**src/rtl/camera_tx_if.sv**
```systemverilog
// Pixel-stream and parallel-camera signal bundle for camera_tx.
// master: the camera_tx side (takes pixels, drives the camera bus).
// slave : the pixel source / camera receiver side.
interface camera_tx_if;
   logic [15:0] pixel_data_in;     // RGB565 pixel from upstream
   logic        pixel_valid_in;    // pixel_data_in valid
   logic        pixel_ready_out;   // pixel consumed this cycle
   logic [10:0] pixel_hcount_out;  // column of requested pixel
   logic [9:0]  pixel_vcount_out;  // row of requested pixel
   logic        cam_pclk;
   logic        cam_hsync;
   logic        cam_vsync;
   logic [7:0]  camera_d;

   modport master (
      input  pixel_data_in, pixel_valid_in,
      output pixel_ready_out, pixel_hcount_out, pixel_vcount_out,
      output cam_pclk, cam_hsync, cam_vsync, camera_d
   );

   modport slave (
      output pixel_data_in, pixel_valid_in,
      input  pixel_ready_out, pixel_hcount_out, pixel_vcount_out,
      input  cam_pclk, cam_hsync, cam_vsync, camera_d
   );
endinterface

```
**src/rtl/camera_tx.sv**
```systemverilog
// Parallel camera transmitter: streams RGB565 pixels as byte pairs with hsync/vsync framing.
// Latency: a pixel is on camera_d (high byte) from the clk_in edge that accepts it.
// Backpressure: none toward the camera; a missing pixel is sent as 0x0000 and flags underflow.
// Ports: clk_in/rst_in (async active-low), enable_in (start/continue frames),
//        bus (camera_tx_if.master: pixel request/accept + camera bus), underflow_out (sticky).
module camera_tx #(
   parameter int H_ACTIVE = 1280,
   parameter int V_ACTIVE = 720,
   parameter int H_BLANK  = 64,
   parameter int V_BLANK  = 8,
   parameter int V_SYNC   = 2,
   parameter int CLK_DIV  = 2
) (
   input  logic         clk_in,
   input  logic         rst_in,
   input  logic         enable_in,
   camera_tx_if.master  bus,
   output logic         underflow_out
);

   localparam logic [1:0] S_IDLE   = 2'd0;
   localparam logic [1:0] S_ACTIVE = 2'd1;
   localparam logic [1:0] S_HBLANK = 2'd2;
   localparam logic [1:0] S_VBLANK = 2'd3;

   localparam logic [15:0] DIV_LAST = 16'(CLK_DIV - 1);
   localparam logic [10:0] H_LAST   = 11'(H_ACTIVE - 1);
   localparam logic [9:0]  V_LAST   = 10'(V_ACTIVE - 1);
   localparam logic [9:0]  VB_LAST  = 10'(V_BLANK - 1);
   localparam logic [9:0]  VS_LINES = 10'(V_SYNC);
   localparam logic [15:0] HB_LAST  = 16'(H_BLANK - 1);
   // A vertical-blank line lasts as long as a full active line plus its blank.
   localparam logic [15:0] VL_LAST  = 16'(2 * H_ACTIVE + H_BLANK - 1);

   logic [1:0]  state_q, state_d;
   logic [15:0] div_q, div_d;
   logic        pclk_q, pclk_d;
   logic [10:0] pix_q, pix_d;       // pixel column on the bus
   logic        phase_q, phase_d;   // 0: high byte on the bus, 1: low byte
   logic [9:0]  line_q, line_d;     // active line, or blank line in VBLANK
   logic [15:0] blk_q, blk_d;       // pclk period within a blank interval
   logic        hsync_q, hsync_d;
   logic        vsync_q, vsync_d;
   logic [7:0]  dat_q, dat_d;
   logic [7:0]  lo_q, lo_d;         // low byte held for the second half of the pixel
   logic        underflow_q, underflow_d;
   logic        fall_tick;
   logic        launch_hi;

   // Every output change is aligned with the pclk 1->0 transition.
   assign fall_tick = (div_q == DIV_LAST) && pclk_q;

   always_comb begin
      div_d       = (div_q == DIV_LAST) ? 16'd0 : div_q + 16'd1;
      pclk_d      = (div_q == DIV_LAST) ? ~pclk_q : pclk_q;
      state_d     = state_q;
      pix_d       = pix_q;
      phase_d     = phase_q;
      line_d      = line_q;
      blk_d       = blk_q;
      hsync_d     = hsync_q;
      vsync_d     = vsync_q;
      dat_d       = dat_q;
      lo_d        = lo_q;
      launch_hi   = 1'b0;

      if (fall_tick) begin
         case (state_q)
            S_IDLE: begin
               if (enable_in) begin
                  state_d   = S_ACTIVE;
                  pix_d     = 11'd0;
                  phase_d   = 1'b0;
                  line_d    = 10'd0;
                  launch_hi = 1'b1;
               end
            end
            S_ACTIVE: begin
               if (!phase_q) begin
                  phase_d = 1'b1;
                  dat_d   = lo_q;
               end else if (pix_q == H_LAST) begin
                  state_d = S_HBLANK;
                  blk_d   = 16'd0;
                  hsync_d = 1'b0;
                  dat_d   = 8'd0;
               end else begin
                  pix_d     = pix_q + 11'd1;
                  phase_d   = 1'b0;
                  launch_hi = 1'b1;
               end
            end
            S_HBLANK: begin
               if (blk_q != HB_LAST) begin
                  blk_d = blk_q + 16'd1;
               end else if (line_q != V_LAST) begin
                  state_d   = S_ACTIVE;
                  line_d    = line_q + 10'd1;
                  pix_d     = 11'd0;
                  phase_d   = 1'b0;
                  launch_hi = 1'b1;
               end else begin
                  state_d = S_VBLANK;
                  line_d  = 10'd0;
                  blk_d   = 16'd0;
                  vsync_d = (VS_LINES != 10'd0);
               end
            end
            default: begin // S_VBLANK
               if (blk_q != VL_LAST) begin
                  blk_d = blk_q + 16'd1;
               end else if (line_q != VB_LAST) begin
                  line_d  = line_q + 10'd1;
                  blk_d   = 16'd0;
                  vsync_d = ((line_q + 10'd1) < VS_LINES);
               end else begin
                  // End of frame: enable_in is only sampled here, so frames never truncate.
                  vsync_d = 1'b0;
                  blk_d   = 16'd0;
                  line_d  = 10'd0;
                  if (enable_in) begin
                     state_d   = S_ACTIVE;
                     pix_d     = 11'd0;
                     phase_d   = 1'b0;
                     launch_hi = 1'b1;
                  end else begin
                     state_d = S_IDLE;
                  end
               end
            end
         endcase

         // A starved pixel goes out as two zero bytes.
         if (launch_hi) begin
            hsync_d = 1'b1;
            dat_d   = bus.pixel_valid_in ? bus.pixel_data_in[15:8] : 8'd0;
            lo_d    = bus.pixel_valid_in ? bus.pixel_data_in[7:0]  : 8'd0;
         end
      end

      underflow_d = underflow_q | (launch_hi & ~bus.pixel_valid_in);
   end

   always_ff @(posedge clk_in or negedge rst_in) begin
      if (!rst_in) begin
         state_q     <= S_IDLE;
         div_q       <= 16'd0;
         pclk_q      <= 1'b0;
         pix_q       <= 11'd0;
         phase_q     <= 1'b0;
         line_q      <= 10'd0;
         blk_q       <= 16'd0;
         hsync_q     <= 1'b0;
         vsync_q     <= 1'b0;
         dat_q       <= 8'd0;
         lo_q        <= 8'd0;
         underflow_q <= 1'b0;
      end else begin
         state_q     <= state_d;
         div_q       <= div_d;
         pclk_q      <= pclk_d;
         pix_q       <= pix_d;
         phase_q     <= phase_d;
         line_q      <= line_d;
         blk_q       <= blk_d;
         hsync_q     <= hsync_d;
         vsync_q     <= vsync_d;
         dat_q       <= dat_d;
         lo_q        <= lo_d;
         underflow_q <= underflow_d;
      end
   end

   // Request strobe and coordinates come straight from the launch decision so the
   // source sees them in the same cycle the high byte is captured.
   assign bus.pixel_ready_out  = launch_hi;
   assign bus.pixel_hcount_out = launch_hi ? pix_d  : 11'd0;
   assign bus.pixel_vcount_out = launch_hi ? line_d : 10'd0;
   assign bus.cam_pclk         = pclk_q;
   assign bus.cam_hsync        = hsync_q;
   assign bus.cam_vsync        = vsync_q;
   assign bus.camera_d         = dat_q;
   assign underflow_out        = underflow_q;

endmodule

```
**src/flat_wrapper.sv**
```systemverilog
// flat-port wrapper written by rule: the top's interface ports become plain ports
module camera_tx_flat 
#(
   parameter int H_ACTIVE = 1280,
   parameter int V_ACTIVE = 720,
   parameter int H_BLANK  = 64,
   parameter int V_BLANK  = 8,
   parameter int V_SYNC   = 2,
   parameter int CLK_DIV  = 2
)
  (clk_in, rst_in, enable_in, underflow_out, bus_pixel_data_in, bus_pixel_valid_in, bus_pixel_ready_out, bus_pixel_hcount_out, bus_pixel_vcount_out, bus_cam_pclk, bus_cam_hsync, bus_cam_vsync, bus_camera_d);
  camera_tx_if bus_i ();
  input  logic clk_in;
  input  logic rst_in;
  input  logic enable_in;
  output logic underflow_out;
  input wire logic [$bits(bus_i.pixel_data_in)-1:0] bus_pixel_data_in;
  input wire logic [$bits(bus_i.pixel_valid_in)-1:0] bus_pixel_valid_in;
  output wire logic [$bits(bus_i.pixel_ready_out)-1:0] bus_pixel_ready_out;
  output wire logic [$bits(bus_i.pixel_hcount_out)-1:0] bus_pixel_hcount_out;
  output wire logic [$bits(bus_i.pixel_vcount_out)-1:0] bus_pixel_vcount_out;
  output wire logic [$bits(bus_i.cam_pclk)-1:0] bus_cam_pclk;
  output wire logic [$bits(bus_i.cam_hsync)-1:0] bus_cam_hsync;
  output wire logic [$bits(bus_i.cam_vsync)-1:0] bus_cam_vsync;
  output wire logic [$bits(bus_i.camera_d)-1:0] bus_camera_d;
  assign bus_i.pixel_data_in = bus_pixel_data_in;
  assign bus_i.pixel_valid_in = bus_pixel_valid_in;
  assign bus_pixel_ready_out = bus_i.pixel_ready_out;
  assign bus_pixel_hcount_out = bus_i.pixel_hcount_out;
  assign bus_pixel_vcount_out = bus_i.pixel_vcount_out;
  assign bus_cam_pclk = bus_i.cam_pclk;
  assign bus_cam_hsync = bus_i.cam_hsync;
  assign bus_cam_vsync = bus_i.cam_vsync;
  assign bus_camera_d = bus_i.camera_d;
  camera_tx #(.H_ACTIVE(H_ACTIVE), .V_ACTIVE(V_ACTIVE), .H_BLANK(H_BLANK), .V_BLANK(V_BLANK), .V_SYNC(V_SYNC), .CLK_DIV(CLK_DIV)) u_core (.clk_in(clk_in), .rst_in(rst_in), .enable_in(enable_in), .bus(bus_i), .underflow_out(underflow_out));
endmodule
```
**config.mk**
```make
export PLATFORM = sky130hd
export DESIGN_NAME = camera_tx_flat
export DESIGN_NICKNAME = d
export VERILOG_FILES = /design/src/rtl/camera_tx_if.sv /design/src/rtl/camera_tx.sv /design/src/flat_wrapper.sv
export SDC_FILE = /design/constraint.sdc
export NUM_CORES = 1
export LEC_CHECK = 0
export BUFFER_PORTS_ARGS = -buffer_cell sky130_fd_sc_hd__buf_4
export CORE_UTILIZATION = 40
export CTS_CLUSTER_SIZE = 14
export DETAILED_ROUTE_END_ITERATION = 8
export GPL_TIMING_DRIVEN = 0
export PLACE_DENSITY = 0.64
export RECOVER_POWER = 25
export SLEW_MARGIN = 10
export SYNTH_ARGS = -nofsm -noshare
export SYNTH_HDL_FRONTEND = slang
export SYNTH_SLANG_ARGS = --single-unit
```
**constraint.sdc**
```tcl
create_clock -name clk_in -period 4.5 [get_ports clk_in]
set_input_delay 0.45 -clock clk_in [delete_from_list [all_inputs] [get_ports clk_in]]
set_output_delay 0.45 -clock clk_in [all_outputs]
set_load 0.02 [all_outputs]
```
==> results.sh <==
export IMPL_wl_mm=13.2
export IMPL_min_period_over_period_pct=93.8
export IMPL_fin_nets=645
export IMPL_pwr_share_comb_pct=3.1
export IMPL_critical_path_max_stage_delay_ns=0.53
export IMPL_grt_pass1_vias=4236
export IMPL_holdWs_ns=0.344
export IMPL_final_cells=764
export IMPL_power_frac_seq_pct=49.4
export IMPL_worst_pin_slew_ns=1.93
export IMPL_vias=4503
export IMPL_syn_area_mm2=0.00477
export IMPL_cts_hold_buf=0
export IMPL_die_area_mm2=0.0124
export IMPL_io_buffer_count=52
export IMPL_multi_input_area_mm2=0.00267
export IMPL_synth_area_per_cell_um2=8.63
export IMPL_numCtsBuffers=9
export IMPL_rsz0062_at_grt="no"
export IMPL_areaGrowthSynthToFinish_pct=17.4
export IMPL_layout_min_cycle_time_ns=4.22
export IMPL_syn_nets=582
export IMPL_synth_edff_count=0
export IMPL_ys_ff_latch=76
export IMPL_postLayoutCellArea_mm2=0.00560
export IMPL_die_x_um=111
export IMPL_arrival_ns=3.77
export IMPL_initial_core_util_pct=41.4
export IMPL_drive_above_1_share_pct=15.6
export IMPL_yosysWarnings=0
export IMPL_drv_slew=77
export IMPL_viasPerCell=5.89
export IMPL_clkPwrFrac_pct=47.5
export IMPL_p_int_w=0.00108
export IMPL_dp_hpwl_mm=9.21
export IMPL_crit_fanout=10
export IMPL_yosys_most_used_dff="dfrtp_1"
export IMPL_diodes=0
export IMPL_cts_root_buf="clkbuf_16"
export IMPL_yosysTopAreaCell="dfrtp_1"
export IMPL_status="finished, violations left"
export IMPL_cts_tree="done"
export IMPL_seq_area_mm2=0.00190
export IMPL_place_area_mm2=0.00534
export IMPL_cp_required_ns=4.05
export IMPL_min_path_type="in2reg"
export IMPL_cp_slowest_cell="nor4bb_1"
export IMPL_post_cts_setup_buffers=0
export IMPL_relSlewSlack_pct=-28.6
export IMPL_wl_per_cell_um=17.2
export IMPL_path_common_cell="clkbuf_1"
export IMPL_worstSetupPathType="reg2out"
export IMPL_clk_latency_ns=0.35
export IMPL_clock_path_buffers=2
export IMPL_cts_sinks=76
export IMPL_die_h_um=111
export IMPL_fmax_mhz=237
export IMPL_async_flop_share_pct=100
export IMPL_dp_cells=748
export IMPL_synth_top_area_share_pct=39.9
export IMPL_grt_pass1_wl_mm=21.3
export IMPL_core_region_area_mm2=0.0115
export IMPL_p_leak_nw=2.39
export IMPL_endpoint_kind="output pin"
export IMPL_final_cell_mix="dfrtp_1, nand2_1, buf_4"
export IMPL_gp_congestion=0.889
export IMPL_drc_errors=8
export IMPL_vdd_drop_max_mv=0.177
export IMPL_setup_tns_final_ns=0
export IMPL_grt_start_max_net_pins=77
export IMPL_track_usage_pct=21.8
export IMPL_synth_yosys_seq_area_share_pct=39.9
export IMPL_cts_resized=0
export IMPL_powerDensity_mw_per_mm2=249
export IMPL_rows=39
export IMPL_hold_viol_final=0
export IMPL_cp_cell_sequence="clkbuf_1 > nor4bb_1 > nand4_1 > o31ai_2 > o211ai_1 > clkbuf_1 > a21oi_1 > buf_4"
export IMPL_cts_clk_slew_worst_paths_ns=0.06
export IMPL_drv_cap=1
export IMPL_ant_nets=0
export IMPL_swShare_pct=22.8
export IMPL_synthTopCellsByArea="dfrtp_1, nand2_1, nand3_1"
export IMPL_syn_inst=553
export IMPL_ios=54
export IMPL_finalClockSkew_ns=0.00853
export IMPL_setup_violations=0
export IMPL_drt_pass1_iter_count=8
export IMPL_antenna_found_initial=0
export IMPL_start_kind="register"
export IMPL_power_switching_w=0.000319
export IMPL_failed_checks="design-rule violations, max-capacitance violations, max-slew violations"
export IMPL_htree_levels=3
export IMPL_yosysUniqueCellTypes=59
export IMPL_overflow=0
export IMPL_num_fill_cells=1136
export IMPL_mostFrequentLayoutCell="dfrtp_1"
export IMPL_drtIter0Drc=274
power by group through the flow:
| stage | Clock (W) | Combinational [W] | Sequential (W) |
|---|---|---|---|
| after detailed placement | 0 | 0.0000456 | 0.000702 |
| after floorplan | 0 | 0.00000617 | 0.000706 |
| after global routing | 0.000703 | 0.0000491 | 0.000690 |
| after CTS | 0.000678 | 0.0000456 | 0.000689 |
| after global placement | 0 | 0.0000450 | 0.000702 |
| final | 0.000663 | 0.0000437 | 0.000690 |
worst paths after layout:
| kind | startpoint | to | slack (ns) | cells after the start |
|---|---|---|---|---|
| max in group asynchronous | rst_in | u_core.div_q[12] | 2.72 | 1 |
| hold / removal | bus_pixel_data_in[6] | u_core.lo_q[6] | 0.34 | 3 |
| setup reg to reg | u_core.blk_q[11] | u_core.lo_q[7] | 1.26 | 8 |
| min in group asynchronous | rst_in | u_core.line_q[7] | 0.61 | 1 |
| hold reg to reg | u_core.div_q[15] | u_core.div_q[15] | 0.48 | 1 |
| setup / recovery | u_core.blk_q[11] | bus_pixel_hcount_out[1] | 0.28 | 8 |
flip-flops by register name, summed over array words and instances (netlist names):
signal	count
u_core.underflow_out	1
u_core.state_q	2
u_core.phase_q	1
u_core.pix_q	11
u_core.bus.cam_pclk	1
u_core.div_q	16
u_core.lo_q	8
u_core.blk_q	16
u_core.line_q	10
u_core.bus.cam_vsync	1
u_core.bus.cam_hsync	1
u_core.bus.camera_d	8
cell type report:
class,instances,area share (%)
Clock inverter,4,0.469
Inverter,15,1.01
Multi-Input combinational cell,430,47.7
Buffer,32,2.52
Tap cell,143,3.19
Sequential cell,76,34.0
Timing Repair Buffer,52,6.93
Clock buffer,12,4.22
cells in the mapped netlist (4+ instances only):
| cell | n |
|---|---|
| o21ai_0 | 35 |
| nand4_1 | 11 |
| or3_1 | 7 |
| nor2_1 | 27 |
| xnor2_1 | 13 |
| o211ai_1 | 7 |
| nor4_2 | 4 |
| nand2_1 | 74 |
| nand3_1 | 36 |
| nor3_1 | 22 |
| nor2b_1 | 7 |
| o21ai_1 | 17 |
| o31ai_1 | 14 |
| a41oi_1 | 7 |
| clkbuf_1 | 20 |
| and3_1 | 12 |
| xor2_1 | 6 |
| buf_2 | 8 |
| dfrtp_1 | 76 |
| mux2_2 | 8 |
| a31oi_1 | 14 |
| inv_1 | 15 |
| a21oi_1 | 24 |
| ha_1 | 9 |
| and2_1 | 10 |
| and4_1 | 10 |
| or4_1 | 5 |
| a22o_1 | 9 |
routing by layer:
layer	part of all wire (%)	up-vias	global-route usage, %
met4	2.8	0	9.37
met5	0	-	0
met3	5.2	28	4.76
li1	-	2167	-
met1	45	2154	29.4
met2	47	154	33.5
cell families after synthesis:
kind of cell             count (synthesis)  synth area share, %
AO/OA/AOI/OAI                          149                 20.2
AND/OR/NAND/NOR                        243                 27.6
buffers and inverters                   47                 4.14
adder cells (fa/ha/maj)                  9                 2.36
multiplexers                            10                 2.31
XOR/XNOR                                19                 3.49
flip-flops                              76                 39.9
worst max-delay path, delay by kind of cell, from the launching register on:
kind / cells / cell delay [ns]
compound gates: 3 / 1.28
buf+inv: 3 / 0.85
flops: 1 / 0.36
simple gates: 2 / 0.93
stage by stage:
stage / worst slack, ns / total power, W / utilization (%)
final: 0.278 / 0.00140 / 48.6
after CTS: 0.347 / 0.00141 / 48.7
after global routing: 0.104 / 0.00144 / 48.6
after global placement: 0.805 / 0.000747 / 46.4
after floorplan: 1.50 / 0.000712 / -
after detailed placement: 0.728 / 0.000747 / 46.4
Note: power is estimated with default switching activity, not from simulation.
